### src/rtl/i2c_slave_regfile.sv
// I2C target with a local register file. SCL/SDA are oversampled on clk;
// frames are {slave addr, R/W, register addr, data...}.
// Optional build macro: I2C_SLV_AUTOINC_EN enables register pointer
// auto-increment, which allows multi-byte writes and continued reads.
module i2c_slave_regfile #(
    parameter logic [6:0] SLV_ADDR  = 7'h50,
    parameter int         REG_DEPTH = 16,
    parameter logic [7:0] RST_VAL   = 8'h00
) (
    input  logic       clk,
    input  logic       resetn,
    input  logic       scl_i,
    input  logic       sda_i,
    output logic       sda_o,
    output logic       reg_wr,
    output logic [7:0] reg_wr_addr,
    output logic [7:0] reg_wr_data,
    output logic       busy
);

`ifdef I2C_SLV_AUTOINC_EN
    localparam bit AUTOINC = 1'b1;
`else
    localparam bit AUTOINC = 1'b0;
`endif

    localparam int         PW       = $clog2(REG_DEPTH);
    localparam logic [8:0] DEPTH9   = 9'(REG_DEPTH);
    localparam logic [7:0] LAST_PTR = 8'(REG_DEPTH - 1);

    typedef enum logic [3:0] {
        S_IDLE, S_ADDR, S_ACK_A, S_REG, S_ACK_R,
        S_WDATA, S_ACK_W, S_RDATA, S_RACK, S_WAIT
    } state_t;

    state_t     r_state;
    state_t     w_state_nxt;
    logic       r_scl_s1, r_scl_s2, r_scl_h;
    logic       r_sda_s1, r_sda_s2, r_sda_h;
    logic [2:0] r_cnt;
    logic [7:0] r_shift;
    logic [7:0] r_ptr;
    logic       r_rw;
    logic       r_mack;
    logic       r_phase;   // 0: before the ACK-slot falling edge, 1: inside the ACK slot
    logic [7:0] r_regs [REG_DEPTH];

    logic       w_scl_rise, w_scl_fall, w_start, w_stop, w_bit, w_last;
    logic [7:0] w_byte, w_rd_data, w_ptr_inc;
    logic       w_addr_ok, w_reg_ok;
    logic       w_cnt_en, w_shift_en, w_addr_done, w_ptr_load, w_commit;
    logic       w_ack_drive, w_release, w_rd_load, w_rd_shift, w_mack_smp, w_phase_set;

    assign w_scl_rise = r_scl_s2 & ~r_scl_h;
    assign w_scl_fall = ~r_scl_s2 & r_scl_h;
    assign w_start    = r_scl_s2 & r_scl_h & ~r_sda_s2 & r_sda_h;
    assign w_stop     = r_scl_s2 & r_scl_h & r_sda_s2 & ~r_sda_h;
    assign w_bit      = r_sda_s2;
    assign w_last     = (r_cnt == 3'd7);
    assign w_byte     = {r_shift[6:0], w_bit};
    assign w_addr_ok  = (w_byte[7:1] == SLV_ADDR);
    assign w_reg_ok   = ({1'b0, w_byte} < DEPTH9);
    assign w_rd_data  = r_regs[r_ptr[PW-1:0]];
    assign w_ptr_inc  = (r_ptr == LAST_PTR) ? 8'd0 : r_ptr + 8'd1;

    // Two-stage synchronizers plus one history stage for edge detection; idle bus is high
    always_ff @(posedge clk or negedge resetn) begin
        if (!resetn) begin
            {r_scl_s1, r_scl_s2, r_scl_h} <= 3'b111;
            {r_sda_s1, r_sda_s2, r_sda_h} <= 3'b111;
        end else begin
            {r_scl_s1, r_scl_s2, r_scl_h} <= {scl_i, r_scl_s1, r_scl_s2};
            {r_sda_s1, r_sda_s2, r_sda_h} <= {sda_i, r_sda_s1, r_sda_s2};
        end
    end

    // FSM state register
    always_ff @(posedge clk or negedge resetn) begin
        if (!resetn) r_state <= S_IDLE;
        else         r_state <= w_state_nxt;
    end

    // Next-state decode; START/STOP override every state
    always_comb begin
        w_state_nxt = r_state;
        if (w_start) begin
            w_state_nxt = S_ADDR;
        end else if (w_stop) begin
            w_state_nxt = S_IDLE;
        end else begin
            case (r_state)
                S_ADDR:  if (w_scl_rise && w_last) w_state_nxt = w_addr_ok ? S_ACK_A : S_WAIT;
                S_ACK_A: if (w_scl_fall && r_phase) w_state_nxt = r_rw ? S_RDATA : S_REG;
                S_REG:   if (w_scl_rise && w_last) w_state_nxt = w_reg_ok ? S_ACK_R : S_WAIT;
                S_ACK_R: if (w_scl_fall && r_phase) w_state_nxt = S_WDATA;
                S_WDATA: if (w_scl_rise && w_last) w_state_nxt = S_ACK_W;
                S_ACK_W: if (w_scl_fall && r_phase) w_state_nxt = AUTOINC ? S_WDATA : S_WAIT;
                S_RDATA: if (w_scl_rise && w_last) w_state_nxt = S_RACK;
                S_RACK:  if (w_scl_fall && r_phase)
                             w_state_nxt = (AUTOINC && !r_mack) ? S_RDATA : S_WAIT;
                default: ;
            endcase
        end
    end

    // Per-state datapath strobes; SDA is only ever changed on an SCL falling edge
    always_comb begin
        w_cnt_en    = 1'b0;
        w_shift_en  = 1'b0;
        w_addr_done = 1'b0;
        w_ptr_load  = 1'b0;
        w_commit    = 1'b0;
        w_ack_drive = 1'b0;
        w_release   = 1'b0;
        w_rd_load   = 1'b0;
        w_rd_shift  = 1'b0;
        w_mack_smp  = 1'b0;
        w_phase_set = 1'b0;
        case (r_state)
            S_ADDR: begin
                w_cnt_en    = w_scl_rise;
                w_shift_en  = w_scl_rise;
                w_addr_done = w_scl_rise && w_last && w_addr_ok;
            end
            S_REG: begin
                w_cnt_en   = w_scl_rise;
                w_shift_en = w_scl_rise;
                w_ptr_load = w_scl_rise && w_last && w_reg_ok;
            end
            S_WDATA: begin
                w_cnt_en   = w_scl_rise;
                w_shift_en = w_scl_rise;
                w_commit   = w_scl_rise && w_last;
            end
            S_ACK_A, S_ACK_R, S_ACK_W: begin
                w_ack_drive = w_scl_fall && !r_phase;
                w_phase_set = w_scl_fall && !r_phase;
                w_rd_load   = w_scl_fall && r_phase && (r_state == S_ACK_A) && r_rw;
                w_release   = w_scl_fall && r_phase && !w_rd_load;
            end
            S_RDATA: begin
                w_cnt_en   = w_scl_rise;
                w_rd_shift = w_scl_fall;
            end
            S_RACK: begin
                w_release   = w_scl_fall && !r_phase;
                w_phase_set = w_scl_fall && !r_phase;
                w_mack_smp  = w_scl_rise && r_phase;
                w_rd_load   = w_scl_fall && r_phase && AUTOINC && !r_mack;
            end
            default: ;
        endcase
    end

    // Shift/count/pointer datapath, register file, SDA drive and status outputs
    always_ff @(posedge clk or negedge resetn) begin
        if (!resetn) begin
            sda_o       <= 1'b1;
            reg_wr      <= 1'b0;
            reg_wr_addr <= 8'h00;
            reg_wr_data <= 8'h00;
            busy        <= 1'b0;
            r_cnt       <= 3'd0;
            r_shift     <= 8'h00;
            r_ptr       <= 8'h00;
            r_rw        <= 1'b0;
            r_mack      <= 1'b1;
            r_phase     <= 1'b0;
            r_regs      <= '{default: RST_VAL};
        end else begin
            reg_wr  <= 1'b0;
            r_phase <= (w_state_nxt != r_state) ? 1'b0 : (r_phase | w_phase_set);
            if (w_start || w_stop) begin
                sda_o <= 1'b1;
                busy  <= 1'b0;
                r_cnt <= 3'd0;
            end else begin
                if (w_cnt_en)   r_cnt   <= r_cnt + 3'd1;
                if (w_shift_en) r_shift <= w_byte;
                if (w_addr_done) begin
                    busy <= 1'b1;
                    r_rw <= w_bit;
                end
                // An out-of-range register byte is NACKed and leaves the pointer untouched
                if (w_ptr_load) r_ptr <= w_byte;
                if (w_commit) begin
                    r_regs[r_ptr[PW-1:0]] <= w_byte;
                    reg_wr      <= 1'b1;
                    reg_wr_addr <= r_ptr;
                    reg_wr_data <= w_byte;
                    if (AUTOINC) r_ptr <= w_ptr_inc;
                end
                if (w_ack_drive) sda_o <= 1'b0;
                if (w_release)   sda_o <= 1'b1;
                // MSB goes straight to the pin; the remaining bits queue up behind it
                if (w_rd_load) begin
                    r_shift <= {w_rd_data[6:0], 1'b1};
                    sda_o   <= w_rd_data[7];
                    if (AUTOINC) r_ptr <= w_ptr_inc;
                end
                if (w_rd_shift) begin
                    sda_o   <= r_shift[7];
                    r_shift <= {r_shift[6:0], 1'b1};
                end
                if (w_mack_smp) r_mack <= w_bit;
            end
        end
    end

endmodule

### config.mk
export PLATFORM = sky130hd
export DESIGN_NAME = i2c_slave_regfile
export DESIGN_NICKNAME = d
export VERILOG_FILES = /design/src/rtl/i2c_slave_regfile.sv
export SDC_FILE = /design/constraint.sdc
export NUM_CORES = 1
export LEC_CHECK = 0
export CORE_MARGIN = 5
export CORE_UTILIZATION = 51
export DETAILED_ROUTE_END_ITERATION = 8
export HOLD_SLACK_MARGIN = 0.05
export MAX_ROUTING_LAYER = met4
export PLACE_DENSITY = 0.77
export SYNTH_ARGS = -nofsm -noshare
export SYNTH_HDL_FRONTEND = slang
export SYNTH_SLANG_ARGS = --single-unit
### constraint.sdc
create_clock -name clk -period 2.24 [get_ports clk]
set_input_delay 0.672 -clock clk [delete_from_list [all_inputs] [get_ports clk]]
set_output_delay 0.672 -clock clk [all_outputs]
set_load 0.05 [all_outputs]
==> impl_metrics.env, run 1 <==
export IMPL_finalSetupViolCount=0
export IMPL_p_clk_share_pct=44.7
export IMPL_max_freq_ghz=0.4607
export IMPL_dp_slack_ps=-25.80
export IMPL_grt_max_degree=52
export IMPL_synth_seq_area_share_pct=54.67
export IMPL_place_hpwl_mm=12.49
export IMPL_reg2reg_slack_ps=70
export IMPL_antenna_cells=0
export IMPL_timing_rr_start="r_scl_s2$_DFF_PN1_"
export IMPL_crit_arrival_ps=2490
export IMPL_placed_area_um2=9034
export IMPL_hold_class="in2async"
export IMPL_drive_gt1_share_pct=42.64
export IMPL_p_comb_share_pct=7.7
export IMPL_final_cell_area_um2=9674
export IMPL_ys_top_cells_by_area="dfrtp_1 52%, mux2_2 18%, mux4_2 11%, nand2_1 3.3%, dfstp_2 2.3%"
export IMPL_rsz0062_at_grt="false"
export IMPL_fin_worst_skew_ps=7.264
export IMPL_hold_buffers=0
export IMPL_fin_ws_ps=69.22
export IMPL_worstRegToRegCells=7
export IMPL_syn_avg_cell_area_um2=13.70
export IMPL_cts_tree="yes"
export IMPL_switching_share_pct=25.00
export IMPL_synthFlopType="dfrtp_1"
export IMPL_htreeDepth=4
export IMPL_drt_total_wl_mm=18.31
export IMPL_tightestPinTransition_ps=527.4
export IMPL_slowest_stage="dfstp_2"
export IMPL_dr_pass1_iters=4
export IMPL_syn_nets=602
export IMPL_slew_viol_final=0
export IMPL_cts_sinks=178
export IMPL_synthCells=596
export IMPL_synth_seq_cells=178
export IMPL_clockRootBuffer="clkbuf_16"
export IMPL_drtAntennaViolNets=0
export IMPL_p_leak_nw=4.603
export IMPL_critical_path_max_stage_delay_ps=520
export IMPL_drv_cap=0
export IMPL_ys_async_sr_fraction_pct=100.0
export IMPL_gr_total_overflow=0
export IMPL_route_detailed_drc=0
export IMPL_row_count=46
export IMPL_die_y_um=136.5
export IMPL_grt_pass1_wl_mm=29.98
export IMPL_track_usage_pct=21.94
export IMPL_utilization_pct=61.35
export IMPL_grt_pass1_vias=5286
export IMPL_final_net_count=646
export IMPL_synth_largest_area_cell="dfrtp_1"
export IMPL_insertion_delay_ps=440
export IMPL_power_density_nw_per_um2=719.0
export IMPL_critPathLaunch="r_scl_s2$_DFF_PN1_"
export IMPL_min_period_ps=2171
export IMPL_fill_cells=1177
export IMPL_first_iter_violations=365
export IMPL_start_kind="flop"
export IMPL_setup_tns_ps=0
export IMPL_antenna_found_initial=0
export IMPL_start_util_pct=51.77
export IMPL_wl_per_cell_um=21.09
export IMPL_path_max_fanout=7
export IMPL_clkTransAtPathRegs_ps=70
export IMPL_worstPathRequired_ps=2560
export IMPL_crit_buf_inv=2
export IMPL_finalPower_mw=6.956
export IMPL_cp_end_kind="flop"
export IMPL_critPathTopFamily="simple AND/OR/NAND/NOR gates"
export IMPL_critPathKind="reg2reg"
export IMPL_routabilityCongestion=0.8836
export IMPL_vias=5060
export IMPL_vdd_drop_max_mv=0.5606
export IMPL_die_area_um2=18640
export IMPL_switching_power_mw=1.739
export IMPL_post_route_period_util_pct=96.91
export IMPL_synth_distinct_cells=54
export IMPL_pin_count=23
export IMPL_synth_top_area_share_pct=52.41
export IMPL_netlist_area_um2=8164
export IMPL_routed_via_density=5.829
export IMPL_hold_violations=0
export IMPL_synth_edf_count=0
export IMPL_cts_made_buffers=17
export IMPL_portBuffers=22
export IMPL_outcome="finished clean"
export IMPL_synth_warnings=0
export IMPL_path_cells="and4bb_2, nand4_4, or3_4, buf_4, nor2_4, buf_12, mux2_4"
export IMPL_r2r_end="r_regs[61]$_DFFE_PN0P_"
export IMPL_fp_coreArea_um2=15770
export IMPL_p_int_mw=5.217
export IMPL_area_delta_synth_final_pct=18.50
export IMPL_maxSlewHeadroom_pct=64.74
export IMPL_die_w_um=136.5
export IMPL_seq_power_share_pct=47.7
export IMPL_cts_buffer_depth=2
[state kept, by name, summed over array words and instances, names as in the netlist, 3 cells and up]
register	count
reg_wr_data	8
r_state	4
reg_wr_addr	8
r_shift	8
r_regs	128
r_cnt	3
r_ptr	8
[Yosys cell counts (2+ instances only)]
cell type	n
nor2b_1	6
nor2_1	20
a31oi_1	11
buf_2	8
mux4_2	40
nor4b_1	2
buf_1	2
xnor2_1	2
dfrtp_1	171
nand2_1	72
and2_1	5
mux2_2	131
nand2b_1	4
ha_1	2
mux2i_1	3
nand3_1	8
o21ai_0	10
a21oi_1	5
or3_1	3
and3_1	3
nor4bb_1	2
clkbuf_1	33
inv_1	5
o22ai_1	3
nor2_2	6
nor2_4	3
dfstp_2	7
nand3b_1	2
nand4_1	2
[cell families (layout without fill, tap and decap cells)]
logic type | Yosys count | after routing | synth area share (%)
mux | 174 | 174 | 29.47
compound gates | 42 | 42 | 3.418
buf+inv | 50 | 106 | 2.560
simple gates | 148 | 148 | 9.364
fa+ha+maj | 2 | 2 | 0.3065
xor+xnor | 2 | 2 | 0.2146
flops | 178 | 178 | 54.67
[power groups by stage]
stage          clock network, mW  logic, mW  registers (mW)
2_1_floorplan                  0      0.260            3.36
3_3_place_gp                   0      0.512            3.37
3_5_place_dp                   0      0.529            3.37
4_1_cts                     3.16      0.530            3.31
5_1_grt                     3.28      0.580            3.32
6_report                    3.11      0.533            3.32
[timing repair]
item	in CTS	in global routing
gates resized for setup	17	5
buffers inserted	2	1
pin swaps	1	2
setup endpoints to repair	18	67
[worst max-delay path by stage]
stage / end / cells past startpoint
after floorplan: r_regs[120]$_DFFE_PN0P_ / 8
after global placement: r_regs[24]$_DFFE_PN0P_ / 6
after detailed placement: r_regs[24]$_DFFE_PN0P_ / 6
after CTS: reg_wr / 1
after global routing: r_regs[17]$_DFFE_PN0P_ / 6
final: r_regs[61]$_DFFE_PN0P_ / 7
[cell usage in the layout, fill, tap and decap left out, types with 6 or more instances in the layout]
master / count
a31oi_1: 11
buf_12: 10
buf_4: 39
clkbuf_16: 17
dfrtp_1: 170
dfstp_2: 7
dlygate4sd2_1: 17
inv_6: 6
mux2_2: 108
mux2_4: 23
mux4_2: 40
nand2_1: 70
nand3_1: 8
nor2_1: 20
nor2_4: 9
nor2b_1: 6
o21ai_0: 10
[layer usage]
metal / track usage, % / wire (um)
met4: 6.663 / 414
met2: 34.17 / 9007
met5: - / 0
met3: 4.596 / 842
met1: 29.38 / 8044
[per-stage QoR]
step                hold slack (ps)  instances
floorplan                     345.2        596
global placement              346.6        834
detailed placement            348.7        834
CTS                           196.6        867
global route                  209.9        868
finish                        172.4        868
[area by class of cell]
| class | count | area (um2) | area share [%] |
|---|---|---|---|
| flip-flops and latches | 178 | 4464 | 46.15 |
| clock inverters | 13 | 171.4 | 1.772 |
| well taps | 216 | 270.3 | 2.794 |
| multi-input cells | 368 | 3625 | 37.47 |
| inverters | 5 | 18.77 | 0.1940 |
| repair buffers | 70 | 685.7 | 7.087 |
| clock buffers | 18 | 439.2 | 4.540 |
(Power assumes the default switching activity.)
==> inputs of run 2 (changes only) <==
- ABC_CLOCK_PERIOD_IN_PS: default -> 2240
- SLEW_MARGIN: default -> 5
==> results of run 2 <==
No change in the layout: final DEF, timing and power equal those of run 1.
==> inputs of run 3 (changes only) <==
- ABC_CLOCK_PERIOD_IN_PS: 2240 -> 2700
- CAP_MARGIN: default -> 20
- CORE_MARGIN: 5 -> default
- PLACE_DENSITY: 0.77 -> 0.74
- clock period: 2.24 -> 2.7 ns (I/O delays scaled with it)
==> run 3 against run 2 <==
Wire length is 1.2% lower. Sequential power is 17% lower. Register-to-register slack better by 190 ps. Via count about the same. Clock power shrank 25%. Non-clock buffer count decreased by 23. Critical path type is now reg2out. Largest power group unchanged.
==> impl_metrics.env, run 3 (synthesis gave the netlist of run 1 again) <==
export IMPL_crit_buf_inv=1
export IMPL_fp_coreArea_um2=15430
export IMPL_slowest_stage="clkdlybuf4s50_1"
export IMPL_drtAntennaViolNets=0
export IMPL_rsz0062_at_grt="false"
export IMPL_hold_violations=0
export IMPL_critPathKind="reg2out"
export IMPL_max_freq_ghz=0.3922
export IMPL_multi_input_area_um2=3492
export IMPL_cts_setup_buffers=0
export IMPL_outcome="finished clean"
export IMPL_cts_buffer_depth=2
export IMPL_clkTransAtPathRegs_ps=70
export IMPL_gr_total_overflow=0
export IMPL_drive_gt1_share_pct=39.21
export IMPL_routabilityCongestion=0.8687
export IMPL_routed_via_density=6.012
export IMPL_min_period_ps=2549
export IMPL_cts_resized=0
export IMPL_insertion_delay_ps=430
export IMPL_vias=5062
export IMPL_largest_register_ffs=128
export IMPL_mostFrequentLayoutCell="dfrtp_1"
export IMPL_power_density_nw_per_um2=594.5
export IMPL_place_hpwl_mm=12.22
export IMPL_slew_viol_final=0
export IMPL_portBuffers=22
export IMPL_track_usage_pct=25.33
export IMPL_first_iter_violations=370
export IMPL_die_y_um=128.5
export IMPL_route_detailed_drc=0
export IMPL_htreeDepth=4
export IMPL_ff_latch_area_um2=4464
export IMPL_drt_total_wl_mm=18.10
export IMPL_row_count=45
export IMPL_grt_pass1_wl_mm=29.87
export IMPL_p_leak_nw=4.310
export IMPL_cts_made_buffers=17
export IMPL_finalSetupViolCount=0
export IMPL_dr_pass1_iters=5
export IMPL_grt_pass1_vias=5239
export IMPL_die_area_um2=16520
export IMPL_pin_count=23
export IMPL_regMostFlops="r_regs"
export IMPL_critical_path_max_stage_delay_ps=790
export IMPL_fin_worst_skew_ps=9.270
export IMPL_hold_class="in2async"
export IMPL_path_max_fanout=2
export IMPL_worstPathRequired_ps=1890
export IMPL_placed_area_um2=8711
export IMPL_wl_per_cell_um=21.49
export IMPL_drv_cap=0
export IMPL_critPathTopFamily="buffers and inverters"
export IMPL_setup_tns_ps=0
export IMPL_fill_cells=1205
export IMPL_cp_end_kind="output pin"
export IMPL_final_cell_mix="170 x dfrtp_1, 131 x mux2_2, 72 x nand2_1, 40 x mux4_2, 21 x clkdlybuf4s50_1"
export IMPL_maxSlewHeadroom_pct=63.15
export IMPL_die_w_um=128.5
export IMPL_start_kind="flop"
export IMPL_vdd_drop_max_mv=0.4935
export IMPL_path_cells="clkdlybuf4s50_1"
export IMPL_tightestPinTransition_ps=552.2
export IMPL_post_route_period_util_pct=94.42
export IMPL_clockRootBuffer="clkbuf_16"
export IMPL_final_net_count=623
export IMPL_final_cell_area_um2=9269
export IMPL_area_delta_synth_final_pct=13.53
export IMPL_grt_max_degree=49
export IMPL_crit_arrival_ps=1740
export IMPL_hold_buffers=0
export IMPL_start_util_pct=52.92
export IMPL_cts_sinks=178
export IMPL_cts_tree="yes"
export IMPL_antenna_found_initial=0
run 3: area by class of cell:
type,count,area share [%]
Inverter,5,0.2025
Timing Repair Buffer,47,5.089
Tap cell,211,2.848
Antenna cell,1,0.02700
Clock buffer,21,4.860
Sequential cell,178,48.16
Clock inverter,11,1.134
Multi-Input combinational cell,368,37.68
run 3: worst reg2reg max path, stage by stage (launching register included):
cell,delay [ps]
dfstp_2,620
and4bb_1,300
nand4_4,140
or3_1,400
buf_4,190
nor2_4,290
mux2_2,380
run 3: per-stage QoR:
stage	utilization (%)	hold slack, ps	std cells	power, mW	worst slack, ps
floorplan	-	345.2	596	2.994	291.3
global placement	56.46	347.2	809	3.197	309.8
detailed placement	56.46	349.2	809	3.218	263.7
CTS	60.06	259.9	841	5.552	126.9
global route	60.06	266.7	841	5.707	103.3
finish	60.08	267.6	842	5.510	150.6
run 3: worst paths after layout:
path / start / endpoint / slack, ps / depth (start not counted)
min in group clk: r_scl_s1$_DFF_PN1_ / r_scl_s2$_DFF_PN1_ / 360 / 0
worst max register to register: r_scl_s2$_DFF_PN1_ / r_regs[93]$_DFFE_PN0P_ / 260 / 6
worst max-delay path: sda_o$_DFFE_PN1P_ / sda_o / 150 / 1
worst min register to register: r_scl_s1$_DFF_PN1_ / r_scl_s2$_DFF_PN1_ / 360 / 0
worst min-delay path: resetn / r_regs[80]$_DFFE_PN0P_ / 270 / 1
max in group asynchronous: resetn / r_regs[6]$_DFFE_PN0P_ / 1700 / 2
run 3: layer usage:
metal	part of all wire [%]	GRT usage (%)
met5	0	-
met1	44	33.15
met4	1.5	7.405
met3	4.5	5.530
met2	50	39.94
run 3: where the power goes:
part	total, mW	switching [mW]	internal (mW)
combinational	0.415	0.309	0.106
sequential	2.75	0.0389	2.71
clock	2.34	1.04	1.30
